<file path="config.mk">
export PLATFORM = sky130hd
export DESIGN_NAME = led_glow_multi
export DESIGN_NICKNAME = d
export VERILOG_FILES = /design/src/rtl/led_glow_pkg.sv /design/src/rtl/sd_pwm_channel.sv /design/src/rtl/led_glow_multi.sv
export SDC_FILE = /design/constraint.sdc
export NUM_CORES = 1
export LEC_CHECK = 0
export ABC_AREA = 1
export BUFFER_PORTS_ARGS = -buffer_cell sky130_fd_sc_hd__buf_2
export CAP_MARGIN = 20
export CELL_PAD_IN_SITES_DETAIL_PLACEMENT = 1
export CELL_PAD_IN_SITES_GLOBAL_PLACEMENT = 1
export CORE_AREA = 2 2 134 149
export DETAILED_ROUTE_END_ITERATION = 6
export DIE_AREA = 0 0 136 151
export PLACE_DENSITY = 0.46
export RECOVER_POWER = 25
export SYNTH_ARGS = -nofsm -noshare
export SYNTH_HDL_FRONTEND = slang
export SYNTH_SLANG_ARGS = --single-unit
</file>
<file path="constraint.sdc">
create_clock -name CLK -period 4.85 [get_ports CLK]
set_clock_uncertainty 0.2 [all_clocks]
set_input_delay 0 -clock CLK [delete_from_list [all_inputs] [get_ports CLK]]
set_output_delay 0 -clock CLK [all_outputs]
set_load 0.01 [all_outputs]
</file>
<file path="src/rtl/led_glow_pkg.sv">
// Shared definitions for the multi-channel LED glow controller: channel mode
// encodings and the per-channel phase offset used to stagger the ramp.
package led_glow_pkg;

  typedef enum logic [1:0] {
    MODE_OFF     = 2'b00,
    MODE_STEADY  = 2'b01,
    MODE_BREATHE = 2'b10,
    MODE_BLINK   = 2'b11
  } mode_e;

  // Even spacing of CHANNELS phases over the 2^(PWM_BITS+1)-step ramp.
  function automatic int unsigned phase_offset(input int unsigned channels,
                                               input int unsigned pwm_bits,
                                               input int unsigned idx);
    return idx * ((32'd1 << (pwm_bits + 1)) / channels);
  endfunction

endpackage

</file>
<file path="src/rtl/sd_pwm_channel.sv">
// First-order sigma-delta modulator for one LED: the carry out of a running
// PWM_BITS-wide sum of duty drives the pin, giving duty highs per 2^PWM_BITS cycles.
module sd_pwm_channel #(
  parameter int unsigned PWM_BITS   = 4,
  parameter bit          ACTIVE_LOW = 1'b0
) (
  input  logic                CLK,
  input  logic                RESETN,
  input  logic                clr,
  input  logic [PWM_BITS-1:0] duty,
  output logic                led
);

  logic [PWM_BITS:0] acc_q, acc_d;

  always_comb begin
    acc_d = {1'b0, acc_q[PWM_BITS-1:0]} + {1'b0, duty};
    if (clr) begin
      acc_d = '0;
    end
  end

  always_ff @(posedge CLK or negedge RESETN) begin
    if (!RESETN) begin
      acc_q <= '0;
    end else begin
      acc_q <= acc_d;
    end
  end

  // Driven straight from the register so the pin never glitches.
  assign led = acc_q[PWM_BITS] ^ ACTIVE_LOW;

endmodule

</file>
<file path="src/rtl/led_glow_multi.sv">
// Multi-channel LED glow/breathe controller: a shared prescaled triangle ramp,
// phase-staggered per channel, feeds a per-channel duty mux and sigma-delta modulator.
module led_glow_multi
  import led_glow_pkg::*;
#(
  parameter int unsigned CHANNELS   = 4,
  parameter int unsigned PWM_BITS   = 4,
  parameter int unsigned RAMP_DIV   = 19,
  parameter bit          ACTIVE_LOW = 1'b0
) (
  input  logic                         CLK,
  input  logic                         RESETN,
  input  logic                         restart,
  input  logic [2*CHANNELS-1:0]        mode,
  input  logic [PWM_BITS*CHANNELS-1:0] level,
  output logic [CHANNELS-1:0]          LED,
  output logic                         tick
);

  localparam int unsigned PhW = PWM_BITS + 1;

  logic [RAMP_DIV-1:0] pre_q, pre_d;
  logic [PhW-1:0]      ph_q, ph_d;
  logic                tick_q, tick_d;
  logic                step;

  assign step = &pre_q;

  // restart wins over a coincident step.
  always_comb begin
    pre_d  = pre_q + RAMP_DIV'(1);
    ph_d   = step ? ph_q + PhW'(1) : ph_q;
    tick_d = step;
    if (restart) begin
      pre_d  = '0;
      ph_d   = '0;
      tick_d = 1'b0;
    end
  end

  always_ff @(posedge CLK or negedge RESETN) begin
    if (!RESETN) begin
      pre_q  <= '0;
      ph_q   <= '0;
      tick_q <= 1'b0;
    end else begin
      pre_q  <= pre_d;
      ph_q   <= ph_d;
      tick_q <= tick_d;
    end
  end

  assign tick = tick_q;

  for (genvar i = 0; i < CHANNELS; i++) begin : g_ch
    localparam logic [PhW-1:0] Offset = PhW'(phase_offset(CHANNELS, PWM_BITS, i));

    logic [PhW-1:0]        p;
    logic [PWM_BITS-1:0]   tri_v;
    logic [PWM_BITS-1:0]   lvl;
    logic [PWM_BITS-1:0]   duty;
    logic [2*PWM_BITS-1:0] prod;
    logic [1:0]            m;

    assign m     = mode[2*i +: 2];
    assign lvl   = level[PWM_BITS*i +: PWM_BITS];
    assign p     = ph_q + Offset;
    assign tri_v = p[PWM_BITS] ? p[PWM_BITS-1:0] : ~p[PWM_BITS-1:0];
    assign prod  = {{PWM_BITS{1'b0}}, tri_v} * {{PWM_BITS{1'b0}}, lvl};

    always_comb begin
      duty = '0;
      case (mode_e'(m))
        MODE_OFF:     duty = '0;
        MODE_STEADY:  duty = lvl;
        // Full-scale level bypasses the truncating scale so the peak reaches tri exactly.
        MODE_BREATHE: duty = (&lvl) ? tri_v : PWM_BITS'(prod >> PWM_BITS);
        MODE_BLINK:   duty = p[PWM_BITS] ? lvl : '0;
      endcase
    end

    sd_pwm_channel #(
      .PWM_BITS  (PWM_BITS),
      .ACTIVE_LOW(ACTIVE_LOW)
    ) u_ch (
      .CLK   (CLK),
      .RESETN(RESETN),
      .clr   (restart),
      .duty  (duty),
      .led   (LED[i])
    );
  end

endmodule

</file>
==> results.txt <==
Setup repair after global routing left no endpoint under its margin. The die width is between 100 and 150 µm. The category of the most critical setup path is register to register. The floorplan step defined a die boundary enclosing 20500 µm². The first global-routing pass estimated 21700 µm of wire. The effective utilization at floorplan is approximately a quarter.

A synthesized cell averages between 7 and 8 µm². The global-route congestion overflow total came out at 0. The CTS sink count is 45.

Yosys attributes the largest share of cell area to dfrtp_1 24%, ha_1 16%, nand2_1 11%. The library cell with the highest instance count after synthesis is nand2_1. Dividing the detail-routed wire length by the instance count gives 13.8 µm. The count of standard-cell rows is 53.

For the pin with the worst max-slew slack, the measured transition is between 2000 and 3000 ps. The path type of the worst min-delay path is input port to register. The CTS H-tree depth came out at 2.

The count of endpoints failing setup in the final report is 0. The arrival time of data at the critical path endpoint came out at around 4500 ps. Final hold analysis gives a worst-case slack of -10.7 ps. The number of enable flip-flop cells after synthesis came out at 0. In this run, the number of DRC markers left after iteration 0 of detailed routing was approximately 100.

At the end of routability-driven placement, the weighted congestion stood at 0.793. Yosys printed 0 warnings. In this run the count of I/O pins placed on the die edge is 32. The number of CTS-inserted buffers came out at 5. The largest family of logic cells by synthesized area is simple AND/OR/NAND/NOR gates. The setup slack of the worst register-to-register path is 360 ps. The worst register-to-register path ends at g_ch[1].u_ch.acc_q[3]. The tool flagged a number of max-cap violations equal to 1.

The total power per unit cell area came out at approximately 250 nW/µm². The buffer depth of the longest clock path came out at 2. The vias after detailed routing came out at 4176.

The total routing usage reported by global routing is between 10% and 20%. The kind of start point of the critical path is a register. The post-synth design cell area came out at between 4000 and 5000 µm². Derived from the worst setup path, the maximum achievable clock frequency is roughly 220 MHz. The run finished, with violations left.

Summing the areas of all compound-gate instances in the mapped netlist gives between 10 and 15% of the synthesized area. The post-synth net total came out at between 700 and 800. The commonest cells after synthesis are 138 x nand2_1, 108 x inv_1, 90 x nor2_1.

The post-synthesis share of cell area spent on full adders, half adders and majority gates came out at 22.3%. The sequential cell area fraction in the yosys report is between 20% and 30%. TritonCTS built the clock tree.

In this run the worst setup path begins at ph_q[4]. The leakage dissipation is roughly 2.8 nW. The initial antenna violation count was 0. Overall power consumption after layout is estimated at between 1 and 1.5 mW. The part of the cycle the worst path needs came out at between 90% and 100%.

The final net count came out at 791. The type of element capturing the critical path is a register. The number of standard cells after synthesis is roughly 650. The clock insertion delay at the later pin of the skew report is 290 ps. The final-report hold violation count is 5. The most used flip-flop cell after synthesis is dfrtp_1. The worst register-to-register path begins at ph_q[4]. The clock-pin slew on the worst setup and hold paths is roughly 60 ps. The length of routed met2 wiring is about 6400 µm. The data required time at the worst endpoint is between 4000 and 5000 ps. The number of port buffers is 31.

The clock root buffer is clkbuf_16. The path depth of the worst reg2reg path is 21. The count of filler cells inserted in the layout is 2423. After layout, the minimum clock period comes to ~4500 ps. The remaining number of nets flagged by the antenna check after routing came out at 0. The simple-gate area share of the yosys netlist is between 30 and 40%. The placeable core area is 19000 µm². The final reports fail on negative hold slack, max-capacitance violations, max-slew violations. The pin count of the biggest net entering global routing came out at 46.

The number of global-route vias before repair came out at ~4300. The most critical setup path has its endpoint at g_ch[1].u_ch.acc_q[3]. The synthesis-to-layout area growth is 13.5%. The first-pass iteration count of the detailed router came out at 4.

The final count of pins violating max slew was 46. The count of distinct cell types in the synthesized netlist came out at 36. The detailed placer's ending HPWL came out at around 11000 µm. Of the post-synthesis cell area, the dominant cell type holds roughly a quarter. The post-route netlist has 12.3% of its cells at a drive strength greater than 1. The async set-reset flop share out of synthesis came out at 100%.

The post-synthesis share of cell area spent on xor and xnor gates is about 2.2%. The biggest area contributor in the post-synthesis netlist is dfrtp_1. The total detailed-routing wirelength is around 13000 µm. The total negative slack for setup checks is 0 ps.

Signal routing reaches up to met4. The wire length on met3 is roughly 200 µm. The routed length on met1 came out at between 6000 and 7000 µm. The total DRC errors in the routed layout came out at 0.

The die height is between 150 and 200 µm. In this run, synthesis produced a sequential element count of 45. The number of antenna diodes came out at 0.

The largest fanout of any net on the critical path came out at 12. The worst ir drop on vdd came out at 0.000146 V. In the synthesized netlist, mux cells make up 0% of the area. The max-slew headroom at the worst pin came out at -69.4%. The via density per instance is around 4.5.
-- critical path, stage by stage (launching register included) --
cell and delay, ps:
dfrtp_2 460, inv_6 150, nand2_2 130, nand2_8 130, xor2_4 270, inv_1 100, nand2_1 90, fa_1 440
fa_1 560, inv_1 50, ha_1 200, a21oi_1 210, nor2_1 70, a211oi_1 230, nand3_1 120, nand2_1 70
nor2_1 60, o22ai_1 250, ha_1 290, inv_1 90, o21ai_0 90, a21oi_1 170
-- sequential cells by signal, indices dropped and copies added, names as in the netlist --
signal / cells
ph_q: 5
pre_q: 19
tick: 1
g_ch.u_ch.acc_q: 20
-- routing by layer --
layer	vias up	GRT usage [%]
li1	2149	-
met1	1995	17.5
met2	25	23.7
met3	7	1.34
met4	0	2.66
met5	-	0
-- repair_timing --
item	4_1_cts	5_1_grt
gates resized for setup	0	10
hold buffers	1	0
setup endpoints to repair	0	7
buffers inserted	0	2
hold endpoints to repair	45	0
-- worst min-delay path by stage --
stage                  from  slack [ps]  depth (start not counted)               endpoint
floorplan            RESETN        -500                          0  g_ch[0].u_ch.acc_q[0]
global placement     RESETN         -50                          2  g_ch[3].u_ch.acc_q[4]
detailed placement   RESETN         -50                          2               pre_q[9]
CTS                 restart          10                          2  g_ch[0].u_ch.acc_q[4]
global route        restart          40                          2  g_ch[0].u_ch.acc_q[4]
finish              restart         -10                          2  g_ch[0].u_ch.acc_q[4]
-- logic make-up after synthesis --
family / after synthesis
compound gates: 88
flops: 45
buf+inv: 122
xor+xnor: 11
fa+ha+maj: 74
simple gates: 314
-- power by group --
group	leakage [nW]	internal, mW	switching [mW]
clock network	0.0706	0.189	0.142
registers	0.610	0.415	0.0243
logic	2.16	0.216	0.349
-- cell usage in the layout (no fill, tap or decap), types with 2 or more instances in the layout --
master / count
nand2_1: 137
inv_1: 108
nor2_1: 90
ha_1: 58
dfrtp_1: 44
a21oi_1: 40
nand3_1: 35
o21ai_0: 29
buf_2: 26
nand2_2: 17
fa_1: 16
nor3_1: 9
clkbuf_1: 7
buf_4: 7
xnor2_1: 6
o22ai_1: 5
nand4_1: 5
clkbuf_16: 5
nand3_2: 4
xor2_1: 4
nand2_4: 4
nor4_1: 3
o21a_1: 3
o21ai_1: 3
nor3_2: 3
o21ai_2: 2
a31oi_2: 2
a31oi_1: 2
nor3_4: 2
clkinv_2: 2
-- final cells by class --
cell class	instances	area, µm²	area share (%)
repair buffers	41	226	4.26
clock inverters	2	10.0	0.188
well taps	247	309	5.82
multi-input cells	487	3090	58.2
inverters	110	418	7.87
clock buffers	6	129	2.43
flip-flops and latches	45	1130	21.2
-- metrics by stage --
stage / instance area [µm²] / setup WS, ps / instances / utilization [%]
final: 5310 / 361 / 938 / 28.0
after global routing: 5310 / 18.8 / 938 / 28.0
after CTS: 5260 / 28.3 / 936 / 27.7
after detailed placement: 5110 / 44.3 / 927 / 26.9
after global placement: 5110 / 111 / 927 / 26.9
after floorplan: 4680 / 767 / 654 / -
Note: power is estimated with default switching activity, not from simulation.
